==> src/rtl/pl_id_ex_reg.sv <==
// ---------------------------------------------------------------------------
// pl_id_ex_reg
//   ID/EX pipeline register for the 8-bit RNS pipeline, feeding the EX-stage
//   ALU. Each source operand is resolved by forwarding from EX, MEM and WB
//   (EX has the highest priority). The immediate is reduced into the %MOD
//   domain. A load-use hazard inserts a bubble into EX and stalls ID for one
//   cycle, so the dependent instruction can pick up the load data from MEM.
//
// Ports
//   i_clk, i_rst_n         pipeline clock, async active-low reset
//   i_id_*                 decoded ID-stage instruction and register reads
//   i_alu_result           combinational ALU output of the instruction in EX
//   i_mem_* / i_wb_*       MEM / WB stage writeback candidates for forwarding
//   i_ex_hold              downstream stall, freezes this register
//   i_flush                kills the instruction entering EX
//   o_ex_*                 registered EX-stage fields driving the ALU
//   o_stall_id             combinational, hold PC and IF/ID this cycle
// ---------------------------------------------------------------------------
module pl_id_ex_reg #(
  parameter int MOD  = 129,
  parameter int NREG = 8,
  parameter int RW   = $clog2(NREG)
) (
  input  logic          i_clk,
  input  logic          i_rst_n,

  input  logic          i_id_valid,
  input  logic [2:0]    i_id_opcode,
  input  logic [RW-1:0] i_id_rs1,
  input  logic [RW-1:0] i_id_rs2,
  input  logic [RW-1:0] i_id_rd,
  input  logic          i_id_rd_we,
  input  logic          i_id_is_load,
  input  logic          i_id_use_imm,
  input  logic [7:0]    i_id_imm,
  input  logic [7:0]    i_id_rs1_data,
  input  logic [7:0]    i_id_rs2_data,
  input  logic          i_id_carry_in,

  input  logic [7:0]    i_alu_result,

  input  logic          i_mem_valid,
  input  logic          i_mem_rd_we,
  input  logic [RW-1:0] i_mem_rd,
  input  logic [7:0]    i_mem_data,

  input  logic          i_wb_valid,
  input  logic          i_wb_rd_we,
  input  logic [RW-1:0] i_wb_rd,
  input  logic [7:0]    i_wb_data,

  input  logic          i_ex_hold,
  input  logic          i_flush,

  output logic          o_ex_valid,
  output logic [2:0]    o_ex_opcode,
  output logic [7:0]    o_ex_op1,
  output logic [7:0]    o_ex_op2,
  output logic          o_ex_carry_in,
  output logic [RW-1:0] o_ex_rd,
  output logic          o_ex_rd_we,
  output logic          o_ex_is_load,
  output logic          o_stall_id
);

  localparam logic [7:0] MOD_W = 8'(MOD);

  logic          r_ex_valid;
  logic [2:0]    r_ex_opcode;
  logic [7:0]    r_ex_op1;
  logic [7:0]    r_ex_op2;
  logic          r_ex_carry_in;
  logic [RW-1:0] r_ex_rd;
  logic          r_ex_rd_we;
  logic          r_ex_is_load;

  logic          w_ex_fwd_ok;
  logic          w_mem_fwd_ok;
  logic          w_wb_fwd_ok;
  logic [7:0]    w_rs1_val;
  logic [7:0]    w_rs2_val;
  logic [7:0]    w_imm_red;
  logic [7:0]    w_op2;
  logic          w_hz;
  logic          w_kill;

  // A load in EX has no result yet, so it must never forward from alu_result;
  // that case is covered by the load-use stall instead.
  assign w_ex_fwd_ok  = r_ex_valid & r_ex_rd_we & ~r_ex_is_load;
  assign w_mem_fwd_ok = i_mem_valid & i_mem_rd_we;
  assign w_wb_fwd_ok  = i_wb_valid & i_wb_rd_we;

  always_comb begin
    w_rs1_val = i_id_rs1_data;
    if (i_id_rs1 == '0)
      w_rs1_val = 8'h00;
    else if (w_ex_fwd_ok && (r_ex_rd == i_id_rs1))
      w_rs1_val = i_alu_result;
    else if (w_mem_fwd_ok && (i_mem_rd == i_id_rs1))
      w_rs1_val = i_mem_data;
    else if (w_wb_fwd_ok && (i_wb_rd == i_id_rs1))
      w_rs1_val = i_wb_data;
  end

  always_comb begin
    w_rs2_val = i_id_rs2_data;
    if (i_id_rs2 == '0)
      w_rs2_val = 8'h00;
    else if (w_ex_fwd_ok && (r_ex_rd == i_id_rs2))
      w_rs2_val = i_alu_result;
    else if (w_mem_fwd_ok && (i_mem_rd == i_id_rs2))
      w_rs2_val = i_mem_data;
    else if (w_wb_fwd_ok && (i_wb_rd == i_id_rs2))
      w_rs2_val = i_wb_data;
  end

  // One conditional subtract is enough: 255 - MOD < MOD.
  assign w_imm_red = (i_id_imm >= MOD_W) ? (i_id_imm - MOD_W) : i_id_imm;
  assign w_op2     = i_id_use_imm ? w_imm_red : w_rs2_val;

  // rs2 is ignored only when the immediate replaces it; opcode plays no part.
  assign w_hz = i_id_valid & r_ex_valid & r_ex_is_load & r_ex_rd_we &
                (r_ex_rd != '0) &
                ((r_ex_rd == i_id_rs1) | (~i_id_use_imm & (r_ex_rd == i_id_rs2)));

  assign w_kill = i_flush | w_hz;

  // Gated by reset so a hold asserted during reset does not leak out.
  assign o_stall_id = i_rst_n & (i_ex_hold | (~i_flush & w_hz));

  always_ff @(posedge i_clk or negedge i_rst_n) begin
    if (!i_rst_n) begin
      r_ex_valid    <= 1'b0;
      r_ex_opcode   <= 3'b000;
      r_ex_op1      <= 8'h00;
      r_ex_op2      <= 8'h00;
      r_ex_carry_in <= 1'b0;
      r_ex_rd       <= '0;
      r_ex_rd_we    <= 1'b0;
      r_ex_is_load  <= 1'b0;
    end else if (!i_ex_hold) begin
      if (w_kill) begin
        // Flush or load-use bubble: only the control bits matter, data fields
        // keep their old values since nothing downstream looks at them.
        r_ex_valid   <= 1'b0;
        r_ex_rd_we   <= 1'b0;
        r_ex_is_load <= 1'b0;
      end else begin
        r_ex_valid    <= i_id_valid;
        r_ex_rd_we    <= i_id_rd_we & i_id_valid;
        r_ex_is_load  <= i_id_is_load & i_id_valid;
        r_ex_opcode   <= i_id_opcode;
        r_ex_op1      <= w_rs1_val;
        r_ex_op2      <= w_op2;
        r_ex_carry_in <= i_id_carry_in;
        r_ex_rd       <= i_id_rd;
      end
    end
  end

  assign o_ex_valid    = r_ex_valid;
  assign o_ex_opcode   = r_ex_opcode;
  assign o_ex_op1      = r_ex_op1;
  assign o_ex_op2      = r_ex_op2;
  assign o_ex_carry_in = r_ex_carry_in;
  assign o_ex_rd       = r_ex_rd;
  assign o_ex_rd_we    = r_ex_rd_we;
  assign o_ex_is_load  = r_ex_is_load;

endmodule
==> config.mk <==
export PLATFORM = sky130hd
export DESIGN_NAME = pl_id_ex_reg
export DESIGN_NICKNAME = d
export VERILOG_FILES = /design/src/rtl/pl_id_ex_reg.sv
export SDC_FILE = /design/constraint.sdc
export NUM_CORES = 1
export LEC_CHECK = 0
export CORE_MARGIN = 8
export CORE_UTILIZATION = 41
export CTS_CLUSTER_SIZE = 24
export DETAILED_ROUTE_END_ITERATION = 8
export PLACE_DENSITY = 0.82
export SYNTH_ARGS = -nofsm -noshare
export SYNTH_HDL_FRONTEND = slang
export SYNTH_SLANG_ARGS = --single-unit
==> constraint.sdc <==
create_clock -name i_clk -period 2.3 [get_ports i_clk]
set_clock_uncertainty 0.2 [all_clocks]
set_input_delay 0.575 -clock i_clk [delete_from_list [all_inputs] [get_ports i_clk]]
set_output_delay 0.575 -clock i_clk [all_outputs]
set_load 0.01 [all_outputs]
# ---- After elaboration in Yosys (flattened, before gate mapping)
# Index checks and enable logic that the tools add are counted.
dict set report word_totals {
  register_bits 26
}
dict set report classes {
  bitwise_logic 22
  n_eq_ne 6
  n_lt_le_gt_ge 1
  mux 13
  reduce_logical 10
  addsub 1
}
# cell count
set ops {}
lappend ops {{8-bit two-way mux} 10}
lappend ops {{3-bit == test} 6}
lappend ops {{1-bit AND} 14}
lappend ops {{8-bit greater-or-equal comparator, second input constant} 1}
lappend ops {{8-bit subtractor, second input constant} 1}
lappend ops {{1-bit logical AND} 6}
lappend ops {{3-bit zero test} 2}
lappend ops {{1-bit NOT} 5}
lappend ops {{1-bit two-way mux} 3}
lappend ops {{1-bit OR} 3}
lappend ops {{3-bit nonzero test} 1}
lappend ops {{2-bit AND reduction} 1}

# ---- Logic depth before layout (Yosys ltp)
dict set report logic_depth {
  depth_word 8
  depth_mapped 7
}

# ---- Least setup slack after synthesis
# Ideal clock, no wire load.
dict set report synth_path {
  path_kind {input-to-reg}
  startpoint {input port i_id_imm[1]}
  endpoint {register r_ex_op2[1] (netlist: o_ex_op2[1])}
  n_path_buf 0
  setup_time_ps 82
  arrival_ps 2077
  path_stages 7
  setup_slack_ps -59
  cell_sequence {inv_1 ha_1 nor4b_1 a21bo_2 mux2i_1 nand2_1 a31oi_1}
}
dict set report synth_via {
  elab_chain_len 3
  word_cells_on_any_way 4
}
# element line_no
set synth_lines {}
lappend synth_lines {{start, declared} 35} ;# input logic [7:0] i_id_imm,
lappend synth_lines {{8-bit subtractor / 8-bit greater-or-equal comparator (equally long branches)} 118} ;# assign w_imm_red = (i_id_imm >= MOD_W) ? (i_id_imm - MOD_W) : i_id_imm;
lappend synth_lines {{8-bit two-way mux *} 118}
lappend synth_lines {{8-bit two-way mux *} 119} ;# assign w_op2 = i_id_use_imm ? w_imm_red : w_rs2_val;
lappend synth_lines {{end signal, assigned} 154} ;# r_ex_op2 <= w_op2;
lappend synth_lines {{end, declared} 71} ;# logic [7:0] r_ex_op2;
# Every way passes the cells marked *; elsewhere a longest branch is shown, timed or not.
# A chain may end at the register's enable or synchronous reset.

# ---- Final worst setup path
dict set report layout_path {
  startpoint {register r_ex_rd[1] (netlist: o_ex_rd[1])}
  endpoint {output port o_stall_id}
}
dict set report layout_via {
  elab_chain_len 7
  word_cells_on_any_way 10
}
# element line_no
set layout_lines {}
lappend layout_lines {{start, declared} 73} ;# logic [RW-1:0] r_ex_rd;
lappend layout_lines {{start signal, assigned} 156} ;# r_ex_rd <= i_id_rd;
lappend layout_lines {{3-bit == test} 124} ;# ((r_ex_rd == i_id_rs1) | (~i_id_use_imm & (r_ex_rd == i_id_rs2)));
lappend layout_lines {{1-bit AND} 124}
lappend layout_lines {{1-bit OR} 124}
lappend layout_lines {{1-bit AND *} 123} ;# (r_ex_rd != '0) &
lappend layout_lines {{1-bit AND *} 129} ;# assign o_stall_id = i_rst_n & (i_ex_hold | (~i_flush & w_hz));
lappend layout_lines {{1-bit OR *} 129}
lappend layout_lines {{1-bit AND *} 129}
lappend layout_lines {{end, declared} 63} ;# output logic o_stall_id
# Marked as above.

==> impl_metrics.yaml <==
run_status:
  outcome: "finished, violations left"
  violations: "negative setup slack"
die:
  die_h_um: 87.35
  boundaryPins: 106
  dieArea_um2: 7629
  start_util: 0.4166
  rows: 26
  core_um2: 5010
  die_x_um: 87.35
clocking:
  cts_max_level: 1
  clk_latency_ns: 0.27
  cts_tree: "built"
  clkSlewWorstSetupHoldPaths_ns: 0.09
  clock-sinks: 26
  cts.path.max_buffers: 2
  cts_made_buffers: 3
  cts.hold.buffers_added: 0
  root_buffer: "clkbuf_8"
sta:
  fin_crit_ns: 2.437
  slew_viol_final: 0
  setup_viol: 1
  hold_ws_ns: 0.3081
  final.setup.worst_slack_ns: -0.1370
  worst_pin_slew_ns: 0.4063
  slew_headroom: 0.7281
  hold_viol_final: 0
  timing.fmax_mhz: 410.3
  rsz0062_at_grt: "true"
  timing.final.crit_share: 1.060
logic_synthesis:
  synth_top_area_frac: 0.3118
  synth.area.top_cells: "dfrtp_1 31%, mux2i_1 6.2%, xor2_1 5.5%"
  avgSynthCellArea_um2: 9.443
  ys_seq_area_frac: 0.3118
  ys_seq_elements: 26
  async_flop_share: 1.000
  yosysWarnings: 0
  netlist_instances: 221
  yosysUniqueCellTypes: 50
  synth_top_area_cell: "dfrtp_1"
  yosysMostFrequentCell: "dfrtp_1"
  synthFlopType: "dfrtp_1"
  synth.cell_area_um2: 2087
  synth-edff-count: 0
  synthTopCellsByCount: "26 x dfrtp_1, 13 x inv_1, 13 x mux2i_1, 13 x xor2_1, 12 x nor3_1"
  synth_nets: 302
drt:
  first_iter_violations: 147
  vias_per_cell: 5.683
  drt-total-wl_mm: 8.850
  via_count: 2597
  drc_errors: 0
  first_pass_iters: 4
  avgRoutedWirePerCell_um: 19.37
  final_antenna_net_count: 0
global_routing:
  antenna_found_initial: 1
  grt-ovfl-total: 0
  grt_pass1_vias: 2798
  grt_first_pass_wirelength_mm: 13.34
  grt_max_degree: 27
  grtUsageTotal: 0.2196
power:
  powerDensity_nw_per_um2: 417.0
  p_sw_mw: 0.5320
  power_frac_comb: 0.481
  ir_drop_mv: 0.3597
  p_clk_frac: 0.179
  leakagePower_nw: 1.655
  internal_power_mw: 1.135
  power_frac_seq: 0.340
  switching_share: 0.3191
setup_path:
  worstPathRequired_ns: 1.52
  crit_type: "reg -> out"
  cp_max_fo: 3
  worstSetupStartpointType: "flip-flop"
  worstPathArrival_ns: 1.66
  cp-end-kind: "output pin"
placed_design:
  dp_cells: 443
  place_area_um2: 3676
  globalplace.congestion: 0.8652
  port-buffer-count: 105
  dp_hpwl_mm: 6.693
  dp_slack_ns: -0.9890
cells_and_area:
  regArea_um2: 654.4
  instances_no_fill: 457
  synthToLayoutAreaGrowth_pct: 91.55
  fin_area_um2: 3998
  layout.nets: 468
  multiInputGateArea_um2: 1590
  fillers: 310
  drive_gt1_frac: 0.3368
job:
  max-cap-violations: 0
hold_path:
  min_path_type: "reg -> reg"
==> critical path, cell delays in order (launching register included) <==
cell and delay [ns]:
dfrtp_2 0.47, xor2_2 0.19, nor4_4 0.31, o21ai_2 0.10, nor2_1 0.09, o21a_1 0.11
buf_2 0.13
==> logic make-up after synthesis <==
kind of cell,after synthesis,synth area share
buffers and inverters,22,0.04556
adders and majority gates,2,0.01199
and+or+nand+nor,60,0.1835
muxes,22,0.1109
xor gates and xnor gates,20,0.08393
AOI/OAI and AO/OA,69,0.2524
DFF,26,0.3117
==> layout make-up <==
cell class              instances  area share
diodes                          1   0.0006260
flip-flops and latches         26      0.1637
repair buffers                170      0.3900
multi-input cells             173      0.3978
inverters                      13     0.01221
well taps                      70     0.02191
clock buffers                   4     0.01377
==> through the flow <==
| stage | total power [mW] | setup TNS [ns] | utilization |
|---|---|---|---|
| finish | 1.667 | -0.1370 | 0.7980 |
| global placement | 1.259 | -11.94 | 0.7338 |
| CTS | 1.628 | -0.1331 | 0.7697 |
| detailed placement | 1.284 | -12.69 | 0.7338 |
| global route | 1.736 | -0.2799 | 0.7980 |
| floorplan | 0.8331 | 0 | - |
==> layout by cell type, fill, tap and decap left out, types with 6 or more instances in the layout <==
cell	count
a221oi_1	6
a21oi_1	9
mux2i_1	12
a22o_1	9
nand2_1	7
xor2_1	6
buf_4	59
mux2_2	8
nor2_1	8
dlygate4sd2_1	6
dfrtp_1	23
inv_1	13
clkdlybuf4s50_1	86
nor3_1	8
==> state kept, by name, summed over array words and instances, names as in the netlist <==
| name | cells |
|---|---|
| o_ex_opcode | 3 |
| o_ex_op2 | 8 |
| o_ex_valid | 1 |
| o_ex_rd_we | 1 |
| o_ex_is_load | 1 |
| o_ex_op1 | 8 |
| o_ex_rd | 3 |
| o_ex_carry_in | 1 |
==> what timing repair did <==
item,in CTS,in global routing
setup buffers,7,2
pin swaps,19,15
setup endpoints to repair,27,15
gates cloned,0,0
resized for setup,47,33
==> per-layer routing <==
| metal | track usage | up-vias | part of all wire |
|---|---|---|---|
| met5 | 0 | - | 0 |
| met4 | 0.08438 | 0 | 0.035 |
| met3 | 0.06226 | 24 | 0.088 |
| met2 | 0.4036 | 142 | 0.52 |
| met1 | 0.2282 | 1236 | 0.36 |
| li1 | - | 1195 | - |
==> path summary, 6_finish.rpt <==
path | start | end | slack (ns) | cells past startpoint
min in group asynchronous | i_rst_n | o_ex_op1[4] | 0.63 | 2
setup / recovery | o_ex_rd[1] | o_stall_id | -0.14 | 6
hold / removal | o_ex_carry_in | o_ex_carry_in | 0.31 | 1
setup reg to reg | o_ex_rd[1] | o_ex_op2[6] | 0.05 | 7
hold reg to reg | o_ex_carry_in | o_ex_carry_in | 0.31 | 1
max in group asynchronous | i_rst_n | o_ex_rd[0] | 0.99 | 2
==> power groups by stage <==
stage / Sequential, mW / Combinational [mW] / Clock [mW]
floorplan: 0.606 / 0.227 / 0
finish: 0.567 / 0.802 / 0.299
detailed placement: 0.577 / 0.706 / 0
CTS: 0.567 / 0.761 / 0.300
global route: 0.575 / 0.847 / 0.314
global placement: 0.573 / 0.686 / 0
(Power assumes the default switching activity.)
